<file path="src/rtl/timer_irq_if.sv">
// Signal bundle between the timer peripheral / CSR file and the machine-timer
// interrupt generator. The master drives the time base and compare; the slave returns MTIP/IRQ.
interface timer_irq_if;
  logic [63:0] cycle_in;
  logic [63:0] mtimecmp_in;
  logic        mtimecmp_write_in;
  logic        mtie_in;
  logic        mtip_out;
  logic        irq_out;
  logic        fire_pulse_out;

  modport master (
    output cycle_in,
    output mtimecmp_in,
    output mtimecmp_write_in,
    output mtie_in,
    input  mtip_out,
    input  irq_out,
    input  fire_pulse_out
  );

  modport slave (
    input  cycle_in,
    input  mtimecmp_in,
    input  mtimecmp_write_in,
    input  mtie_in,
    output mtip_out,
    output irq_out,
    output fire_pulse_out
  );
endinterface

</file>
<file path="src/rtl/timer_irq.sv">
// Machine-timer interrupt generator: a two-stage 64-bit compare of cycle vs mtimecmp,
// with a holdoff window after every mtimecmp write so a half-written compare never fires.
module timer_irq (
  input  logic        clk,
  input  logic        reset,
  timer_irq_if.slave  bus
);

  localparam logic [1:0] HOLDOFF_LOAD = 2'd2;

  logic       hi_gt_q;
  logic       hi_eq_q;
  logic       lo_ge_q;
  logic [1:0] hold_cnt_q;
  logic       mtip_q;
  logic       irq_q;
  logic       fire_q;

  logic       ge;
  logic       hold_tc;
  logic       mtip_next;

  assign ge      = hi_gt_q | (hi_eq_q & lo_ge_q);
  assign hold_tc = (hold_cnt_q == 2'd0);

  // Holdoff forces MTIP low on the write edge itself and while the counter is still running.
  always_comb begin
    mtip_next = 1'b0;
    if (!reset && !bus.mtimecmp_write_in && hold_tc) begin
      mtip_next = ge;
    end
  end

  always_ff @(posedge clk) begin
    if (reset) begin
      hi_gt_q    <= 1'b0;
      hi_eq_q    <= 1'b0;
      lo_ge_q    <= 1'b0;
      hold_cnt_q <= HOLDOFF_LOAD;
      mtip_q     <= 1'b0;
      irq_q      <= 1'b0;
      fire_q     <= 1'b0;
    end else begin
      hi_gt_q <= (bus.cycle_in[63:32] >  bus.mtimecmp_in[63:32]);
      hi_eq_q <= (bus.cycle_in[63:32] == bus.mtimecmp_in[63:32]);
      lo_ge_q <= (bus.cycle_in[31:0]  >= bus.mtimecmp_in[31:0]);

      if (bus.mtimecmp_write_in) begin
        hold_cnt_q <= HOLDOFF_LOAD;
      end else if (!hold_tc) begin
        hold_cnt_q <= hold_cnt_q - 2'd1;
      end

      mtip_q <= mtip_next;
      irq_q  <= mtip_next & bus.mtie_in;
      fire_q <= mtip_next & ~mtip_q;
    end
  end

  assign bus.mtip_out       = mtip_q;
  assign bus.irq_out        = irq_q;
  assign bus.fire_pulse_out = fire_q;

endmodule

</file>
<file path="src/flat_wrapper.sv">
// flat-port wrapper written by rule: the top's interface ports become plain ports
module timer_irq_flat 
  (clk, reset, bus_cycle_in, bus_mtimecmp_in, bus_mtimecmp_write_in, bus_mtie_in, bus_mtip_out, bus_irq_out, bus_fire_pulse_out);
  timer_irq_if bus_i ();
  input  logic clk;
  input  logic reset;
  input wire logic [$bits(bus_i.cycle_in)-1:0] bus_cycle_in;
  input wire logic [$bits(bus_i.mtimecmp_in)-1:0] bus_mtimecmp_in;
  input wire logic [$bits(bus_i.mtimecmp_write_in)-1:0] bus_mtimecmp_write_in;
  input wire logic [$bits(bus_i.mtie_in)-1:0] bus_mtie_in;
  output wire logic [$bits(bus_i.mtip_out)-1:0] bus_mtip_out;
  output wire logic [$bits(bus_i.irq_out)-1:0] bus_irq_out;
  output wire logic [$bits(bus_i.fire_pulse_out)-1:0] bus_fire_pulse_out;
  assign bus_i.cycle_in = bus_cycle_in;
  assign bus_i.mtimecmp_in = bus_mtimecmp_in;
  assign bus_i.mtimecmp_write_in = bus_mtimecmp_write_in;
  assign bus_i.mtie_in = bus_mtie_in;
  assign bus_mtip_out = bus_i.mtip_out;
  assign bus_irq_out = bus_i.irq_out;
  assign bus_fire_pulse_out = bus_i.fire_pulse_out;
  timer_irq u_core (.clk(clk), .reset(reset), .bus(bus_i));
endmodule
</file>
<file path="config.mk">
export PLATFORM = sky130hd
export DESIGN_NAME = timer_irq_flat
export DESIGN_NICKNAME = d
export VERILOG_FILES = /design/src/rtl/timer_irq_if.sv /design/src/rtl/timer_irq.sv /design/src/flat_wrapper.sv
export SDC_FILE = /design/constraint.sdc
export NUM_CORES = 1
export LEC_CHECK = 0
export CORE_UTILIZATION = 35
export DETAILED_ROUTE_END_ITERATION = 10
export GPL_ROUTABILITY_DRIVEN = 1
export GPL_TIMING_DRIVEN = 0
export PLACE_DENSITY_LB_ADDON = 0.15
export SLEW_MARGIN = 20
export SYNTH_ARGS = -nofsm -noshare
export SYNTH_HDL_FRONTEND = slang
export SYNTH_SLANG_ARGS = --single-unit
</file>
<file path="constraint.sdc">
create_clock -name clk -period 2 [get_ports clk]
set_clock_uncertainty 0.05 [all_clocks]
set_input_delay 0.3 -clock clk [delete_from_list [all_inputs] [get_ports clk]]
set_output_delay 0.3 -clock clk [all_outputs]
set_load 0.02 [all_outputs]
</file>
==> results of run 1 <==
[how the worst max path moves through the flow]
stage | from | endpoint | slack, ns | cells past startpoint
6_report | bus_mtimecmp_in[63] | u_core.hi_gt_q | 0.08 | 8
5_1_grt | bus_mtimecmp_in[62] | u_core.hi_gt_q | -0.01 | 8
4_1_cts | bus_mtimecmp_in[41] | u_core.hi_gt_q | 0.008 | 8
3_5_place_dp | bus_mtimecmp_in[6] | u_core.lo_ge_q | -0.37 | 8
3_3_place_gp | bus_mtimecmp_in[6] | u_core.lo_ge_q | -0.36 | 8
2_1_floorplan | bus_mtimecmp_in[43] | u_core.hi_gt_q | 0.32 | 7
[cell type report]
type                       count  area, sq um
fill                         431         1508
timing repair buffer         136         1359
clock buffer                   3        41.29
tap                           70        87.58
sequential                     8        160.2
inverter                      68        255.2
multi-input combinational    166         1664
[critical path, cell delays in order]
cell and delay (ns):
clkdlybuf4s50_1 0.45, inv_1 0.04, ha_1 0.30, nand4_1 0.20, nor2_1 0.09, a221o_1 0.31
a211oi_2 0.19, a21oi_1 0.09
[stage by stage]
stage,hold slack (ns),setup slack (ns)
after floorplan,0.3224,0.3219
after global placement,0.3487,-0.3565
after detailed placement,0.3785,-0.3665
after CTS,0.3842,0.008445
after global routing,0.4295,-0.01439
final,0.4219,0.07916
[kinds of logic (layout without fill, tap and decap cells)]
kind of cell,Yosys count,after routing,synth area share (%)
AO/OA/AOI/OAI,50,50,17.68
XOR/XNOR,1,1,0.4760
adder cells (fa/ha/maj),65,65,44.19
buffers and inverters,68,207,13.87
flip-flops,8,8,8.701
multiplexers,1,1,0.5439
AND/OR/NAND/NOR,49,49,14.55
[flip-flops by register name (all words and copies together) (netlist names)]
register	cells
u_core.hold_cnt_q	2
u_core.bus.fire_pulse_out	1
u_core.bus.irq_out	1
u_core.bus.mtip_out	1
u_core.hi_eq_q	1
u_core.hi_gt_q	1
u_core.lo_ge_q	1
[per-layer routing]
metal / share of wire, % / wire, um / track usage (%)
met4: 2.2 / 105 / 4.403
met3: 8.8 / 420 / 3.252
met2: 50 / 2386 / 31.83
met5: 0 / 0 / 0
met1: 39 / 1847 / 16.30
[power breakdown]
group	leakage (nW)	internal, mW	total (mW)	switching, mW
Clock	0.0216	0.130	0.190	0.0596
Sequential	0.0654	0.168	0.170	0.00233
Combinational	1.63	0.394	0.607	0.213
Total	1.72	0.691	0.967	0.275
[layout by cell type, fill, tap and decap left out, types with 2 or more instances in the layout]
master / Yosys / final
dfxtp_1: 8 / 8
ha_4: 0 / 13
clkdlybuf4s50_1: 0 / 133
o211ai_1: 2 / 2
ha_1: 65 / 52
a21oi_1: 21 / 15
nand2_1: 9 / 9
nor2b_1: 2 / 2
clkbuf_8: 0 / 3
buf_4: 0 / 2
o21ai_1: 2 / 3
nand3_1: 9 / 9
a211oi_2: 0 / 2
a21oi_2: 0 / 6
nand2b_1: 2 / 2
a21o_1: 4 / 4
inv_1: 68 / 67
a221o_1: 3 / 3
nor2_1: 5 / 5
nor3_1: 3 / 3
and4_1: 3 / 3
nand4_1: 10 / 10
a211oi_1: 4 / 2
o21ai_0: 6 / 5
[what timing repair did]
action,4_1_cts,5_1_grt
endpoints found under the setup margin,2,2
buffers inserted,0,2
resized for setup,7,25
pin swaps,4,24
==> results_dict.tcl, run 1 <==
set metrics [dict create \
    hp-class "reg -> reg" \
    synth_area_leader_cell "ha_1" \
    rows 26 \
    cts_tree "built" \
    htree_levels 1 \
    design_power_total_mw 0.9666 \
    vdd_drop_max_mv 0.1689 \
    die_h_um 74.52 \
    fin_crit_sh_pct 96.04 \
    synth_top_area_share_pct 44.19 \
    synth_cells 242 \
    slew_headroom_pct 70.57 \
    cellLeakagePower_nw 1.719 \
    max_slew.worst_pin.slew_ns 0.4354 \
    r2r_slack_ns 0.68 \
    clk_path_buf_depth 2 \
    cts_buffers 3 \
    grt_pass1_wl_mm 7.141 \
    place_area_sq_um 3269 \
    n_antenna_cell 0 \
    clkTransAtPathRegs_ns 0.04 \
    ys_seq_area_share_pct 8.702 \
    start_kind "input pin" \
    finalNonFillerCells 451 \
    regToRegStartpoint "u_core.hold_cnt_q[0]" \
    placedCellCount 446 \
    hold_path_end "u_core.bus.fire_pulse_out" \
    via_per_inst 4.663 \
    r2r_cells 4 \
    io_buffers 134 \
    fin_tns_setup_ns 0 \
    vias 2103 \
    place_hpwl_mm 4.147 \
    synthesis.nets 439 \
    synthToLayoutAreaGrowth_pct 93.81 \
    drt-pass1-iter-count 4 \
    drv_slew 0 \
    root_buffer "clkbuf_8" \
    drive_gt1_share_pct 8.924 \
    io_pins 135 \
    whs_path_depth 1 \
    status "finished, final reports clean" \
    cap_violations 0 \
    grt_overflow 0 \
    p_per_area_nw_per_um2 271.0 \
    synth_area_leaders "ha_1 (44%), inv_1 (14%), dfxtp_1 (8.7%)" \
    cp-end-kind "flip-flop" \
    syn_area_sq_um 1841 \
    final_nets 580 \
    drt_iter0_markers 15 \
    hold_viol_final 0 \
    start_util_pct 36.27 \
    core_sq_um 5075 \
    grt_usage_pct 15.86 \
    yosys-top-cells-count "inv_1 (68), ha_1 (65), a21oi_1 (21)" \
    regToRegEndpoint "u_core.bus.fire_pulse_out" \
    synth.ff_latch_count 8 \
    gp_congestion 0.7661 \
    synthFlopType "dfxtp_1" \
    yosysMostFrequentCell "inv_1" \
    clk_latency_ns 0.23 \
    antenna_found_initial 0 \
    worstPathRequired_ns 2.05 \
    min_period_ns 1.921 \
    fin_util_pct 70.29 \
    synth_edf_count 0 \
    post_drt_wl_per_cell_um 10.55 \
    grt_pass1_vias 1939 \
    finalSetupViolCount 0 \
    hold_path.startpoint "u_core.bus.mtip_out" \
    fmax_ghz 0.5206 \
    grt_max_degree 8 \
    drc 0 \
    finalWirelength_mm 4.759 \
    synthDistinctLibCells 33 \
    die_area_sq_um 5552 \
    cp.arrival_ns 1.97 \
    clock_sinks 8 \
    path_max_fanout 4 \
    async_flop_share_pct 0 \
    ant_nets 0 \
    hold_buffers 0 \
    die_x_um 74.52 \
    fin_area_sq_um 3567 \
    path_class "in -> reg" \
    yosysWarnings 0 \
    avgSynthCellArea_sq_um 7.605 \
]
Power figures use the tool's default switching activity.
==> run 2, diff against run 1 <==
Settings changed: CORE_UTILIZATION 35 to 38, HOLD_SLACK_MARGIN from default to 0.06.
Clock period 2 ns to 2.4 ns, I/O delays scaled along.
==> results_dict.tcl, run 2 (same netlist as run 1, synthesis figures left out) <==
set metrics [dict create \
    cap_violations 0 \
    post_drt_wl_per_cell_um 10.91 \
    hp-class "reg -> reg" \
    io_pins 135 \
    layout_common_cells "clkdlybuf4s50_1 (134), inv_1 (68), ha_1 (65)" \
    cp_top_family "compound AO/OA/AOI/OAI gates" \
    pwr-share-comb_pct 59.9 \
    core_sq_um 4504 \
    p_switching_mw 0.2079 \
    place_hpwl_mm 4.303 \
    finalWirelength_mm 4.704 \
    cellLeakagePower_nw 1.682 \
    fmax_ghz 0.4569 \
    final_common_cell "clkdlybuf4s50_1" \
    vdd_drop_max_mv 0.1544 \
    clkPwrFrac_pct 21.2 \
    die_area_sq_um 5126 \
    drv_slew 0 \
    p_per_area_nw_per_um2 229.1 \
    grt_overflow 0 \
    cp-end-kind "flip-flop" \
    path_buf_inv 2 \
    slew_headroom_pct 68.45 \
    grt_max_degree 8 \
    vias 2087 \
    fin_tns_setup_ns 0 \
    hold_viol_final 0 \
    cts_buffers 3 \
    clk_latency_ns 0.23 \
    p_int_mw 0.5453 \
    path_class "in -> reg" \
    clock_sinks 8 \
    ant_nets 0 \
    worstPathRequired_ns 2.44 \
    min_period_ns 2.189 \
    n_antenna_cell 0 \
    regMostFlops "u_core.hold_cnt_q" \
    hold_buffers 0 \
    rsz0062_at_grt "false" \
    critPathSlowestCell "clkdlybuf4s50_1" \
    power_frac_seq_pct 18.9 \
    die_h_um 71.60 \
    synthToLayoutAreaGrowth_pct 78.65 \
    die_x_um 71.60 \
    final_nets 578 \
    start_util_pct 40.86 \
    grt_pass1_wl_mm 7.879 \
    drive_gt1_share_pct 1.055 \
    grt_pass1_vias 2033 \
    finalSetupViolCount 0 \
    root_buffer "clkbuf_8" \
    drt-pass1-iter-count 6 \
    cts.repair.resized 0 \
    antenna_found_initial 0 \
    fin_util_pct 73.00 \
    largest_reg_flops 2 \
    finalNonFillerCells 431 \
    start_kind "input pin" \
    clkTransAtPathRegs_ns 0.04 \
    path_max_fanout 2 \
    htree_levels 1 \
    cp.arrival_ns 2.23 \
    status "finished, final reports clean" \
    rows 24 \
    p_sw_share_pct 27.60 \
    grt_usage_pct 18.58 \
    io_buffers 134 \
    placedCellCount 428 \
    cts_tree "built" \
    design_power_total_mw 0.7532 \
    cp_slowest_stage_delay_ns 0.47 \
    via_per_inst 4.842 \
    fin_crit_sh_pct 91.20 \
    fin_area_sq_um 3288 \
    drt_iter0_markers 31 \
    post_cts_buffers 0 \
    clk_path_buf_depth 2 \
    gp_congestion 0.7986 \
    worstPathCellList "clkdlybuf4s50_1 -> inv_1 -> ha_1 -> and3_1 -> a221oi_1 -> o21ai_0 -> a311oi_1 -> o21ai_1" \
    max_slew.worst_pin.slew_ns 0.4667 \
    drc 0 \
    place_area_sq_um 3247 \
]
[run 2: cell count changes in the layout (fill, tap and decap cells not counted), moves of 2 or more]
cell,change
a211oi_2,-2
a21oi_2,-6
a21oi_1,+6
a211oi_1,+2
buf_4,-2
ha_4,-13
ha_1,+13
[run 2: through the flow]
step | worst slack (ns) | hold slack, ns
2_1_floorplan | 0.6619 | 0.3824
3_3_place_gp | -0.003071 | 0.3562
3_5_place_dp | -0.02767 | 0.3685
4_1_cts | 0.1858 | 0.3775
5_1_grt | 0.04319 | 0.4093
6_report | 0.2112 | 0.3793
[run 2: area by class of cell]
type | instances | area, sq um
inverters | 68 | 255.2
fillers | 368 | 1216
well taps | 52 | 65.06
flip-flops and latches | 8 | 160.2
repair buffers | 134 | 1341
multi-input cells | 166 | 1425
clock buffers | 3 | 41.29
[run 2: final timing paths]
| path | from | endpoint | slack, ns | cells past startpoint |
|---|---|---|---|---|
| worst max-delay path | bus_mtimecmp_in[6] | u_core.lo_ge_q | 0.21 | 8 |
| worst min register to register | u_core.bus.mtip_out | u_core.bus.fire_pulse_out | 0.38 | 1 |
| worst min-delay path | u_core.bus.mtip_out | u_core.bus.fire_pulse_out | 0.38 | 1 |
| worst max register to register | u_core.hold_cnt_q[0] | u_core.bus.irq_out | 1.07 | 4 |
[run 2: layer usage]
layer	global-route usage, %	part of all wire [%]	vias up
met5	0	0	-
met4	5.447	1.9	0
met3	2.954	7.6	8
met2	37.46	49	84
met1	19.54	42	873
li1	-	-	1122
[run 2: power by group through the flow]
stage	registers, mW	clock network, mW	logic, mW
after global placement	0.144	0	0.441
after global routing	0.142	0.167	0.512
after detailed placement	0.144	0	0.453
final	0.142	0.160	0.451
after floorplan	0.144	0	0.193
after CTS	0.142	0.162	0.457
==> run 3, diff against run 2 <==
Settings changed: CORE_MARGIN from default to 4, CTS_CLUSTER_SIZE from default to 8.
==> results_dict.tcl, run 3 (same netlist as run 1, synthesis figures left out) <==
set metrics [dict create \
    antenna_found_initial 0 \
    layout_common_cells "clkdlybuf4s50_1 (134), inv_1 (68), ha_1 (65)" \
    max_slew.worst_pin.slew_ns 0.4115 \
    vias 2081 \
    fin_util_pct 70.13 \
    status "finished, final reports clean" \
    post_drt_wl_per_cell_um 11.49 \
    htree_levels 1 \
    die_area_sq_um 6021 \
    largest_reg_flops 2 \
    grt_max_degree 8 \
    slew_headroom_pct 72.31 \
    worstPathRequired_ns 2.44 \
    place_hpwl_mm 4.733 \
    synthToLayoutAreaGrowth_pct 78.79 \
    cp_slowest_stage_delay_ns 0.45 \
    hold_buffers 0 \
    root_buffer "clkbuf_8" \
    core_sq_um 4692 \
    n_antenna_cell 0 \
    rsz0062_at_grt "false" \
    vdd_drop_max_mv 0.1234 \
    critPathSlowestCell "clkdlybuf4s50_1" \
    multi_input_area_sq_um 1425 \
    cts_tree "built" \
    start_util_pct 39.23 \
    drc 0 \
    io_buffers 134 \
    fin_crit_sh_pct 90.03 \
    final_common_cell "clkdlybuf4s50_1" \
    post_cts_buffers 0 \
    min_period_ns 2.161 \
    drive_gt1_share_pct 1.055 \
    regMostFlops "u_core.hold_cnt_q" \
    finalWirelength_mm 4.976 \
    ant_nets 0 \
    clk_latency_ns 0.22 \
    cp-end-kind "flip-flop" \
    drt-pass1-iter-count 4 \
    grt_pass1_wl_mm 8.452 \
    cap_violations 0 \
    drt_iter0_markers 22 \
    path_class "in -> reg" \
    cts_buffers 3 \
    p_per_area_nw_per_um2 226.8 \
    io_pins 135 \
    clk_path_buf_depth 2 \
    gp_congestion 0.7195 \
    grt_usage_pct 16.49 \
    hold_viol_final 0 \
    via_per_inst 4.806 \
    finalNonFillerCells 433 \
    worstPathCellList "clkdlybuf4s50_1 -> inv_1 -> ha_1 -> a211oi_1 -> nor2_1 -> a211o_1 -> a311oi_1 -> o21ai_1" \
    drv_slew 0 \
    die_h_um 77.60 \
    path_max_fanout 2 \
    grt_pass1_vias 2146 \
    placedCellCount 430 \
    start_kind "input pin" \
    filler_cell_count 406 \
    cts.repair.resized 0 \
    area.sequential_sq_um 160.2 \
    cp.arrival_ns 2.20 \
    hp-class "reg -> reg" \
    rows 25 \
    die_x_um 77.60 \
    clkTransAtPathRegs_ns 0.04 \
    finalSetupViolCount 0 \
    grt_overflow 0 \
    fmax_ghz 0.4628 \
    cellLeakagePower_nw 1.682 \
    final_nets 578 \
    clock_sinks 8 \
]
[run 3: path summary, 6_finish.rpt]
check | end | depth (start not counted) | from | slack, ns
hold reg to reg | u_core.bus.fire_pulse_out | 1 | u_core.bus.mtip_out | 0.37
setup / recovery | u_core.lo_ge_q | 8 | bus_mtimecmp_in[13] | 0.24
setup reg to reg | u_core.bus.irq_out | 4 | u_core.hold_cnt_q[1] | 1.16
hold / removal | u_core.bus.fire_pulse_out | 1 | u_core.bus.mtip_out | 0.37
[run 3: per-layer routing]
layer / global-route usage (%) / routed length, um / up-vias
met4: 3.203 / 53 / 0
li1: - / - / 1120
met1: 16.75 / 1955 / 879
met3: 5.568 / 491 / 6
met5: 0 / 0 / -
met2: 32.19 / 2475 / 76
[run 3: metrics by stage]
step	instance area [sq um]	power, mW	hold WS [ns]	setup slack (ns)	TNS [ns]
after detailed placement	3249	0.6005	0.3670	-0.03466	-0.03466
after global placement	3249	0.5852	0.3549	0.01122	0
after floorplan	1841	0.3370	0.3824	0.6619	0
after global routing	3291	0.8191	0.3840	0.07231	0
final	3291	0.7462	0.3697	0.2392	0
after CTS	3291	0.7567	0.3708	0.1911	0
[run 3: critical path: cells and delay by family]
| kind | cells | cell delay, ns |
|---|---|---|
| compound gates | 4 | 0.98 |
| buf+inv | 2 | 0.49 |
| fa+ha+maj | 1 | 0.30 |
| simple gates | 1 | 0.09 |
[run 3: report_power, final]
part	internal (mW)	leakage, nW	total [mW]	switching [mW]
clock network	0.108	0.0216	0.150	0.0425
registers	0.140	0.0654	0.142	0.00226
logic	0.298	1.60	0.454	0.156
total	0.546	1.68	0.746	0.201
[run 3: area by class of cell]
class | instances | area share, %
inverter | 68 | 7.757
sequential | 8 | 4.867
tap | 54 | 2.053
clock buffer | 3 | 1.255
timing repair buffer | 134 | 40.76
multi-input combinational | 166 | 43.31
